--- config.mk ---
export PLATFORM = sky130hd
export DESIGN_NAME = dac_sample_sched
export DESIGN_NICKNAME = d
export VERILOG_FILES = /design/src/rtl/dac_pkg.sv /design/src/rtl/sample_fifo.sv /design/src/rtl/dac_sample_sched.sv
export SDC_FILE = /design/constraint.sdc
export NUM_CORES = 1
export LEC_CHECK = 0
export ABC_AREA = 0
export ABC_CLOCK_PERIOD_IN_PS = 3400
export CORE_UTILIZATION = 41
export CTS_CLUSTER_DIAMETER = 80
export DETAILED_ROUTE_END_ITERATION = 12
export SYNTH_ARGS = -nofsm -noshare
export SYNTH_HDL_FRONTEND = slang
export SYNTH_HIERARCHICAL = 1
export SYNTH_SLANG_ARGS = --single-unit
--- constraint.sdc ---
create_clock -name clk -period 3.4 [get_ports clk]
set_input_delay 0.68 -clock clk [delete_from_list [all_inputs] [get_ports clk]]
set_output_delay 0.68 -clock clk [all_outputs]
set_load 0.05 [all_outputs]
--- src/rtl/dac_pkg.sv ---
`default_nettype none
// ------------------------------------------------------------------
// dac_pkg : shared types, widths and ramp helper for the DAC scheduler
// Rev 1.0
// ------------------------------------------------------------------
package dac_pkg;

  localparam int SAMPLE_W          = 16;
  localparam int RAMP_STEP_DEFAULT = 256;

  typedef enum logic [1:0] {
    S_IDLE   = 2'd0,
    S_RUN    = 2'd1,
    S_MUTING = 2'd2,
    S_MUTED  = 2'd3
  } state_e;

  // One ramp step toward zero; the extra bit keeps -32768 from wrapping.
  function automatic logic signed [SAMPLE_W-1:0] ramp_toward_zero(
    input logic signed [SAMPLE_W-1:0] value,
    input logic        [SAMPLE_W-1:0] step
  );
    logic signed [SAMPLE_W:0] v_ext;
    logic signed [SAMPLE_W:0] s_ext;
    logic signed [SAMPLE_W:0] r_ext;
    v_ext = {value[SAMPLE_W-1], value};
    s_ext = {1'b0, step};
    if (v_ext > s_ext)
      r_ext = v_ext - s_ext;
    else if (v_ext < -s_ext)
      r_ext = v_ext + s_ext;
    else
      r_ext = '0;
    return r_ext[SAMPLE_W-1:0];
  endfunction

endpackage
`default_nettype wire

--- src/rtl/sample_fifo.sv ---
`default_nettype none
// ------------------------------------------------------------------
// sample_fifo : synchronous sample FIFO with registered full/empty
// Rev 1.0
// ------------------------------------------------------------------
module sample_fifo
  import dac_pkg::*;
#(
  parameter int DEPTH = 16,
  parameter int WIDTH = SAMPLE_W
) (
  input  logic                     clk,
  input  logic                     reset,
  input  logic                     flush,
  input  logic                     push,
  input  logic                     pop,
  input  logic [WIDTH-1:0]         din,
  output logic [WIDTH-1:0]         dout,
  output logic                     full,
  output logic                     empty,
  output logic [$clog2(DEPTH):0]   level
);

  localparam int AW = $clog2(DEPTH);
  localparam logic [AW:0]   c_LVL_FULL = (AW+1)'(DEPTH);
  localparam logic [AW:0]   c_LVL_ONE  = (AW+1)'(1);
  localparam logic [AW-1:0] c_PTR_ONE  = AW'(1);

  logic [WIDTH-1:0] r_mem [DEPTH];
  logic [AW-1:0]    r_wr_ptr;
  logic [AW-1:0]    r_rd_ptr;
  logic [AW:0]      r_level;
  logic [AW:0]      w_level_nxt;
  logic             r_full;
  logic             r_empty;
  logic             w_push;
  logic             w_pop;

  assign w_push = push && !r_full;
  assign w_pop  = pop && !r_empty;

  always_comb begin
    w_level_nxt = r_level;
    if (w_push && !w_pop)
      w_level_nxt = r_level + c_LVL_ONE;
    else if (w_pop && !w_push)
      w_level_nxt = r_level - c_LVL_ONE;
  end

  always_ff @(posedge clk or posedge reset) begin
    if (reset) begin
      r_wr_ptr <= '0;
      r_rd_ptr <= '0;
      r_level  <= '0;
      r_full   <= 1'b0;
      r_empty  <= 1'b1;
    end else if (flush) begin
      r_wr_ptr <= '0;
      r_rd_ptr <= '0;
      r_level  <= '0;
      r_full   <= 1'b0;
      r_empty  <= 1'b1;
    end else begin
      if (w_push)
        r_wr_ptr <= r_wr_ptr + c_PTR_ONE;
      if (w_pop)
        r_rd_ptr <= r_rd_ptr + c_PTR_ONE;
      r_level <= w_level_nxt;
      r_full  <= (w_level_nxt == c_LVL_FULL);
      r_empty <= (w_level_nxt == '0);
    end
  end

  always_ff @(posedge clk) begin
    if (w_push && !flush)
      r_mem[r_wr_ptr] <= din;
  end

  assign dout  = r_mem[r_rd_ptr];
  assign full  = r_full;
  assign empty = r_empty;
  assign level = r_level;

endmodule
`default_nettype wire

--- src/rtl/dac_sample_sched.sv ---
`default_nettype none
// ------------------------------------------------------------------
// dac_sample_sched : paced FIFO-to-DAC sample scheduler with mute ramp
// Rev 1.0
// ------------------------------------------------------------------
module dac_sample_sched
  import dac_pkg::*;
#(
  parameter int DEPTH     = 16,
  parameter int DIV_W     = 16,
  parameter int RAMP_STEP = RAMP_STEP_DEFAULT
) (
  input  logic                        clk,
  input  logic                        reset,
  input  logic                        enable,
  input  logic                        mute,
  input  logic [DIV_W-1:0]            rate_div,
  input  logic signed [SAMPLE_W-1:0]  s_data,
  input  logic                        s_valid,
  output logic                        s_ready,
  output logic signed [SAMPLE_W-1:0]  dac_din,
  output logic [$clog2(DEPTH):0]      fifo_level,
  output logic                        underrun,
  input  logic                        underrun_clr
);

  localparam logic [SAMPLE_W-1:0] c_RAMP_STEP = SAMPLE_W'(RAMP_STEP);
  localparam logic [DIV_W-1:0]    c_CNT_ONE   = DIV_W'(1);

  state_e                      r_state;
  logic [DIV_W-1:0]            r_cnt;
  logic [DIV_W-1:0]            r_period;
  logic signed [SAMPLE_W-1:0]  r_dac;
  logic                        r_underrun;
  logic signed [SAMPLE_W-1:0]  w_head;
  logic signed [SAMPLE_W-1:0]  w_ramped;
  logic                        w_full;
  logic                        w_empty;
  logic                        w_idle;
  logic                        w_tick;
  logic                        w_serve;
  logic                        w_pop;
  logic                        w_push;

  assign w_idle   = (r_state == S_IDLE);
  assign w_tick   = !w_idle && (r_cnt == r_period);
  // A tick with mute released serves the FIFO, whether in RUN or leaving a mute.
  assign w_serve  = w_tick && !mute;
  assign w_pop    = w_serve && !w_empty;
  assign s_ready  = !w_idle && !w_full;
  assign w_push   = s_valid && s_ready;
  assign w_ramped = ramp_toward_zero(r_dac, c_RAMP_STEP);

  sample_fifo #(
    .DEPTH (DEPTH),
    .WIDTH (SAMPLE_W)
  ) u_fifo (
    .clk   (clk),
    .reset (reset),
    .flush (w_idle),
    .push  (w_push),
    .pop   (w_pop),
    .din   (s_data),
    .dout  (w_head),
    .full  (w_full),
    .empty (w_empty),
    .level (fifo_level)
  );

  // The period register only reloads at wrap so a mid-period change waits.
  always_ff @(posedge clk or posedge reset) begin
    if (reset) begin
      r_cnt    <= '0;
      r_period <= '0;
    end else if (w_idle || w_tick) begin
      r_cnt    <= '0;
      r_period <= rate_div;
    end else begin
      r_cnt    <= r_cnt + c_CNT_ONE;
    end
  end

  always_ff @(posedge clk or posedge reset) begin
    if (reset) begin
      r_state <= S_IDLE;
      r_dac   <= '0;
    end else begin
      if (w_pop)
        r_dac <= w_head;
      else if ((r_state == S_MUTING) && mute && w_tick)
        r_dac <= w_ramped;

      if (!enable) begin
        r_state <= S_IDLE;
      end else begin
        case (r_state)
          S_IDLE:   r_state <= S_RUN;
          S_RUN:    if (mute) r_state <= S_MUTING;
          S_MUTING: begin
            if (w_serve)
              r_state <= S_RUN;
            else if (mute && ((r_dac == '0) || (w_tick && (w_ramped == '0))))
              r_state <= S_MUTED;
          end
          S_MUTED:  if (w_serve) r_state <= S_RUN;
          default:  r_state <= S_IDLE;
        endcase
      end
    end
  end

  always_ff @(posedge clk or posedge reset) begin
    if (reset)
      r_underrun <= 1'b0;
    else if (w_serve && w_empty)
      r_underrun <= 1'b1;
    else if (underrun_clr)
      r_underrun <= 1'b0;
  end

  assign dac_din  = r_dac;
  assign underrun = r_underrun;

endmodule
`default_nettype wire

**Word level (Yosys, flattened, before mapping)**

Memories as Yosys holds them, arrays and structs flattened.
Index checks and enable logic that the tools add are counted.

- Bits of input ports: 38
- Register bits: 66
- Memory bits (writable): 256
- Memories kept: 1
- Output and inout bits: 23

Memory list:

| name | words | bits a word | read ports | clocked after memory_dff | write ports | line | source |
|---|---|---|---|---|---|---|---|
| u_fifo.r_mem | 16 | 16 | 1 | 0 | 1 | sample_fifo.sv:29 | `logic [WIDTH-1:0] r_mem [DEPTH];` |

- Reduce and logical (&&, ||, !) cells: 32
- Magnitude comparators: 2
- Mux-type cells: 24
- Add/subtract/negate cells: 7
- Eq/ne operators: 8

Operators by type and width:

| cell | count |
|---|---|
| $mux 16 | 5 |
| $logic_not 16->1 | 2 |
| $add 16x1->16 const B | 1 |
| $add 16x10->16 const B | 1 |
| $eq 16x16->1 | 1 |
| $gt 16x10->1 const B | 1 |
| $lt 16x9->1 const B | 1 |
| $mux 4 | 4 |
| $sub 16x10->16 const B | 1 |
| $logic_and 1x1->1 | 15 |
| $mux 5 | 3 |
| $mux 2 | 5 |
| $add 4x1->4 const B | 2 |
| $pmux 2 s4 | 1 |
| $reduce_bool 2->1 | 4 |
| $logic_not 1->1 | 6 |
| $mux 1 | 6 |
| $ne 3x3->1 const B | 2 |
| $add 5x1->5 const B | 1 |
| $eq 5x5->1 const B | 1 |
| $logic_not 5->1 | 1 |
| $sub 5x1->5 const B | 1 |
| $eq 2x2->1 const B | 2 |
| $ne 4x3->1 const B | 1 |
| 4 further kinds | 5 |

**Depth between registers and ports, before layout**

- Word-level depth: 11
- Gate-level depth with buffers: 13

**Cells and area by module**

The synthesis kept the hierarchy.

By module, submodules not included:

| module | instances | cells each | area each (um^2) |
|---|---|---|---|
| sample_fifo | 1 | 469 | 10709.0 |
| dac_sample_sched | 1 | 346 | 3054.2 |

**Worst setup path before layout**

Ideal clock, no wire load.

- Path kind: register to register
- Start point: reg r_state[0]
- End point: mem u_fifo/r_mem[2][0] in the netlist's numbering (enable)
- Period minus slack after synthesis: 3677 ps
- Data required time: 2991 ps
- Buffers on the path: 1
- Cell stages (with the launch flop): 9
- Path slack: -277 ps
- Data arrival time: 3268 ps
- Path through: dfrtp_1 -> inv_1 -> ha_1 -> nor2_1 -> and2_1 -> nor2b_1 -> buf_2 -> nand3_1 -> nor3_1

- Longest elaborated chain between the ends: 8

RTL lines:

| item | line | source |
|---|---|---|
| start: declaration | dac_sample_sched.sv:30 | `state_e r_state;` |
| start signal: assignment | dac_sample_sched.sv:85 | `r_state <= S_IDLE;` |
| start signal: assignment | dac_sample_sched.sv:94 | `r_state <= S_IDLE;` |
| start signal: assignment | dac_sample_sched.sv:97 | `S_IDLE: r_state <= S_RUN;` |
| $logic_not 2->1 | dac_sample_sched.sv:45 | `assign w_idle = (r_state == S_IDLE);` |
| named net w_idle | dac_sample_sched.sv:39 | `logic w_idle;` |
| $logic_not 1->1 | dac_sample_sched.sv:50 | `assign s_ready = !w_idle && !w_full;` |
| $logic_and 1x1->1 | dac_sample_sched.sv:50 |  |
| named net s_ready | dac_sample_sched.sv:20 | `output logic s_ready,` |
| $logic_and 1x1->1 | dac_sample_sched.sv:51 | `assign w_push = s_valid && s_ready;` |
| named net w_push | dac_sample_sched.sv:43 | `logic w_push;` |
| $logic_and 1x1->1 | sample_fifo.sv:39 | `assign w_push = push && !r_full;` |
| $logic_and 1x1->1 | sample_fifo.sv:75 | `if (w_push && !flush)` |
| $mux 1 | sample_fifo.sv:75 |  |
| $mux 1 (not written as such) | sample_fifo.sv:76 | `r_mem[r_wr_ptr] <= din;` |
| end: declaration | sample_fifo.sv:29 |  |

The timed path passes the listed nets, and every way through them passes these cells.

**Worst setup path after layout**

- Start point: reg r_state[0]
- End point: out s_ready

- Longest elaborated chain between the ends: 3

RTL lines:

| item | line |
|---|---|
| $logic_not 2->1 | dac_sample_sched.sv:45 |
| named net w_idle | dac_sample_sched.sv:39 |
| $logic_not 1->1 | dac_sample_sched.sv:50 |
| $logic_and 1x1->1 | dac_sample_sched.sv:50 |
| end: declaration | dac_sample_sched.sv:20 |

The timed path passes the listed nets, and every way through them passes these cells.

==> results.yml <==
outcome:
  outcome: "completed"
routing:
  wire_per_inst_um: 21.2
  ant_nets: 0
  drt_iter0_markers: 605
  routed.top_layer: "met4"
  routed-wl-met3_mm: 1.43
  first_pass_iters: 5
  route.met2.wl_mm: 14.0
  avgViaCountPerCell: 5.42
  drcViolationCount: 0
  wl_met1_mm: 13.3
  drt-total-wl_mm: 29.3
  vias: 7475
power:
  ir_drop_mv: 0.378
  p_leak_nw: 5.45
  power.density_mw_per_mm2: 576
  p_total_mw: 9.27
flow_run:
  cap_violations: 0
critical_path:
  path_class: "register to primary output"
  required_ps: 2720
  crit_buf_inv: 2
  start_kind: "register"
  cp_slowest_stage_delay_ps: 830
  cp_max_fo: 4
  path_delay_family: "buffers and inverters"
  critPathSlowestCell: "clkdlybuf4s50_1"
  arrival_ps: 2210
  end_kind: "primary output"
  crit_chain: "inv_1 -> ha_1 -> nor2_1 -> clkdlybuf4s50_1"
layout:
  fin_nets: 967
  final_common_cell: "edfxtp_1"
  mostFrequentLayoutCells: "256 x edfxtp_1, 75 x nand2_1, 67 x mux4_2"
  final_area_sq_mm: 0.0161
  syn2layout_area_growth_pct: 16.9
  fillers: 2801
  drive_gt1_share_pct: 18.4
  diodes: 0
  finalCoreUtilization_pct: 49.1
sta:
  whs_ps: 492
  worstMarginPinSlew_ps: 1150
  grt_setup_unrepaired: "false"
  hold_violations: 0
  tns_ps: 0
  post-route-min-period_ps: 2890
  relSlewSlack_pct: 23.3
  finalSetupViolCount: 0
  fmax_mhz: 345
  post-route-period-util_pct: 85.1
  drv_slew: 0
  skew_ps: 15.9
clocking:
  cts_resized: 0
  clk_latency_ps: 520
  cts_tree: "built"
  clk_pin_slew_ps: 50
  ctsHoldBuffers: 0
  cts_buffers: 36
  cts_max_path_buffers: 3
  cts-htree-levels: 2
  cts.root.buffer_cell: "clkbuf_16"
  cts_setup_buffers: 0
  cts.sinks: 322
floorplanning:
  die_x_um: 185
  die_h_um: 185
  initial_core_util_pct: 42.0
  row_count: 66
  dieArea_sq_mm: 0.0343
  core_area_sq_mm: 0.0328
  io_pins: 61
grt:
  grt_pass1_wl_mm: 45.5
  grt_pass1_vias: 7648
  grtUsageTotal_pct: 17.9
  grt_start_max_net_pins: 39
  grt_overflow_total: 0
  antenna_found_initial: 0
synth:
  ys_warn_count: 6
  ys_seq_area_share_pct: 67.9
  syn_nets: 869
  synth_top_area_share_pct: 55.9
  synth_area_leaders: "edfxtp_1 56%, dfrtp_1 12%, mux4_2 11%"
  ys_seq_elements: 322
  synth_top_cell_by_area: "edfxtp_1"
  syn_area_per_cell_sq_um: 16.9
  synth-edff-count: 256
  ys.flop_type: "edfxtp_1"
  synth_area_sq_mm: 0.0138
  synthDistinctLibCells: 65
  syn_inst: 815
  async_reset_ff_share_pct: 20.5
placed_design:
  place.gp.congestion: 0.887
  hpwl_mm: 18.5
  portBuffers: 60
  dpl_cell_area_sq_mm: 0.0150
min_path:
  hold_class: "register to register"
[state kept, by name (all words and copies together) (netlist names)]
register / count
dac_din: 16
r_cnt: 16
r_period: 16
r_state: 2
u_fifo/empty: 1
u_fifo/full: 1
u_fifo/level: 5
u_fifo/r_mem: 256
u_fifo/r_rd_ptr: 4
u_fifo/r_wr_ptr: 4
underrun: 1
[layer usage]
| metal | up-vias | GRT usage (%) |
|---|---|---|
| li1 | 3363 | - |
| met4 | 0 | 4.17 |
| met2 | 195 | 28.9 |
| met1 | 3879 | 25.4 |
| met3 | 38 | 2.73 |
| met5 | - | 0 |
[worst min-delay path, cell delays in order, from the launching register on]
cell     delay (ps)
dfrtp_1         360
nand2_1          50
nand2_1          50
[report_power, final]
group          total (mW)  switching, mW  internal [mW]  leakage (nW)
Sequential           4.60          0.144           4.46          3.17
Clock                3.51           1.51           2.00         0.518
Combinational        1.16          0.723          0.437          1.77
Total                9.27           2.37           6.90          5.45
[Yosys cell counts, drive strengths merged, types with 10 or more instances]
master	instances
edfxtp	256
mux4	80
nand2	75
dfrtp	65
nor2	45
buf	30
xnor2	25
inv	23
nand3	18
and2	16
ha	16
nor3	16
xor2	16
mux2i	11
a21oi	10
clkbuf	10
[stage by stage]
step	cells	setup slack, ps
after floorplan	815	157
after global placement	1317	540
after detailed placement	1317	545
after CTS	1380	491
after global routing	1380	305
final	1380	505
[area by class of cell]
type                       instances  area, sq um  share of cell area (%)
clock inverter                    18          114                   0.708
timing repair buffer             100          951                    5.91
multi-input combinational        429         4080                    25.4
tap                              442          553                    3.44
clock buffer                      45          955                    5.93
sequential                       322         9350                    58.1
inverter                          24         90.1                   0.560
[logic make-up after synthesis]
family / after synthesis / synth area share (%)
buffers and inverters: 64 / 2.61
multiplexers: 93 / 14.4
XOR/XNOR: 41 / 2.61
flip-flops: 322 / 67.9
AND/OR/NAND/NOR: 218 / 7.81
adder cells (fa/ha/maj): 16 / 1.45
AO/OA/AOI/OAI: 61 / 3.25
[path summary, 6_finish.rpt]
| kind | start | to | slack [ps] | depth (start not counted) |
|---|---|---|---|---|
| setup / recovery | r_state[0]$_DFFE_PP0P_ | s_ready | 510 | 4 |
| max in group asynchronous | reset | r_cnt[11]$_DFF_PP0_ | 2250 | 3 |
| min in group asynchronous | reset | r_cnt[5]$_DFF_PP0_ | 560 | 2 |
| setup reg to reg | dac_din[8]$_DFFE_PP0P_ | r_state[0]$_DFFE_PP0P_ | 670 | 8 |
| hold / removal | r_period[10]$_DFFE_PP0N_ | r_period[10]$_DFFE_PP0N_ | 490 | 2 |
| hold reg to reg | r_period[10]$_DFFE_PP0N_ | r_period[10]$_DFFE_PP0N_ | 490 | 2 |
Power figures use the tool's default switching activity.
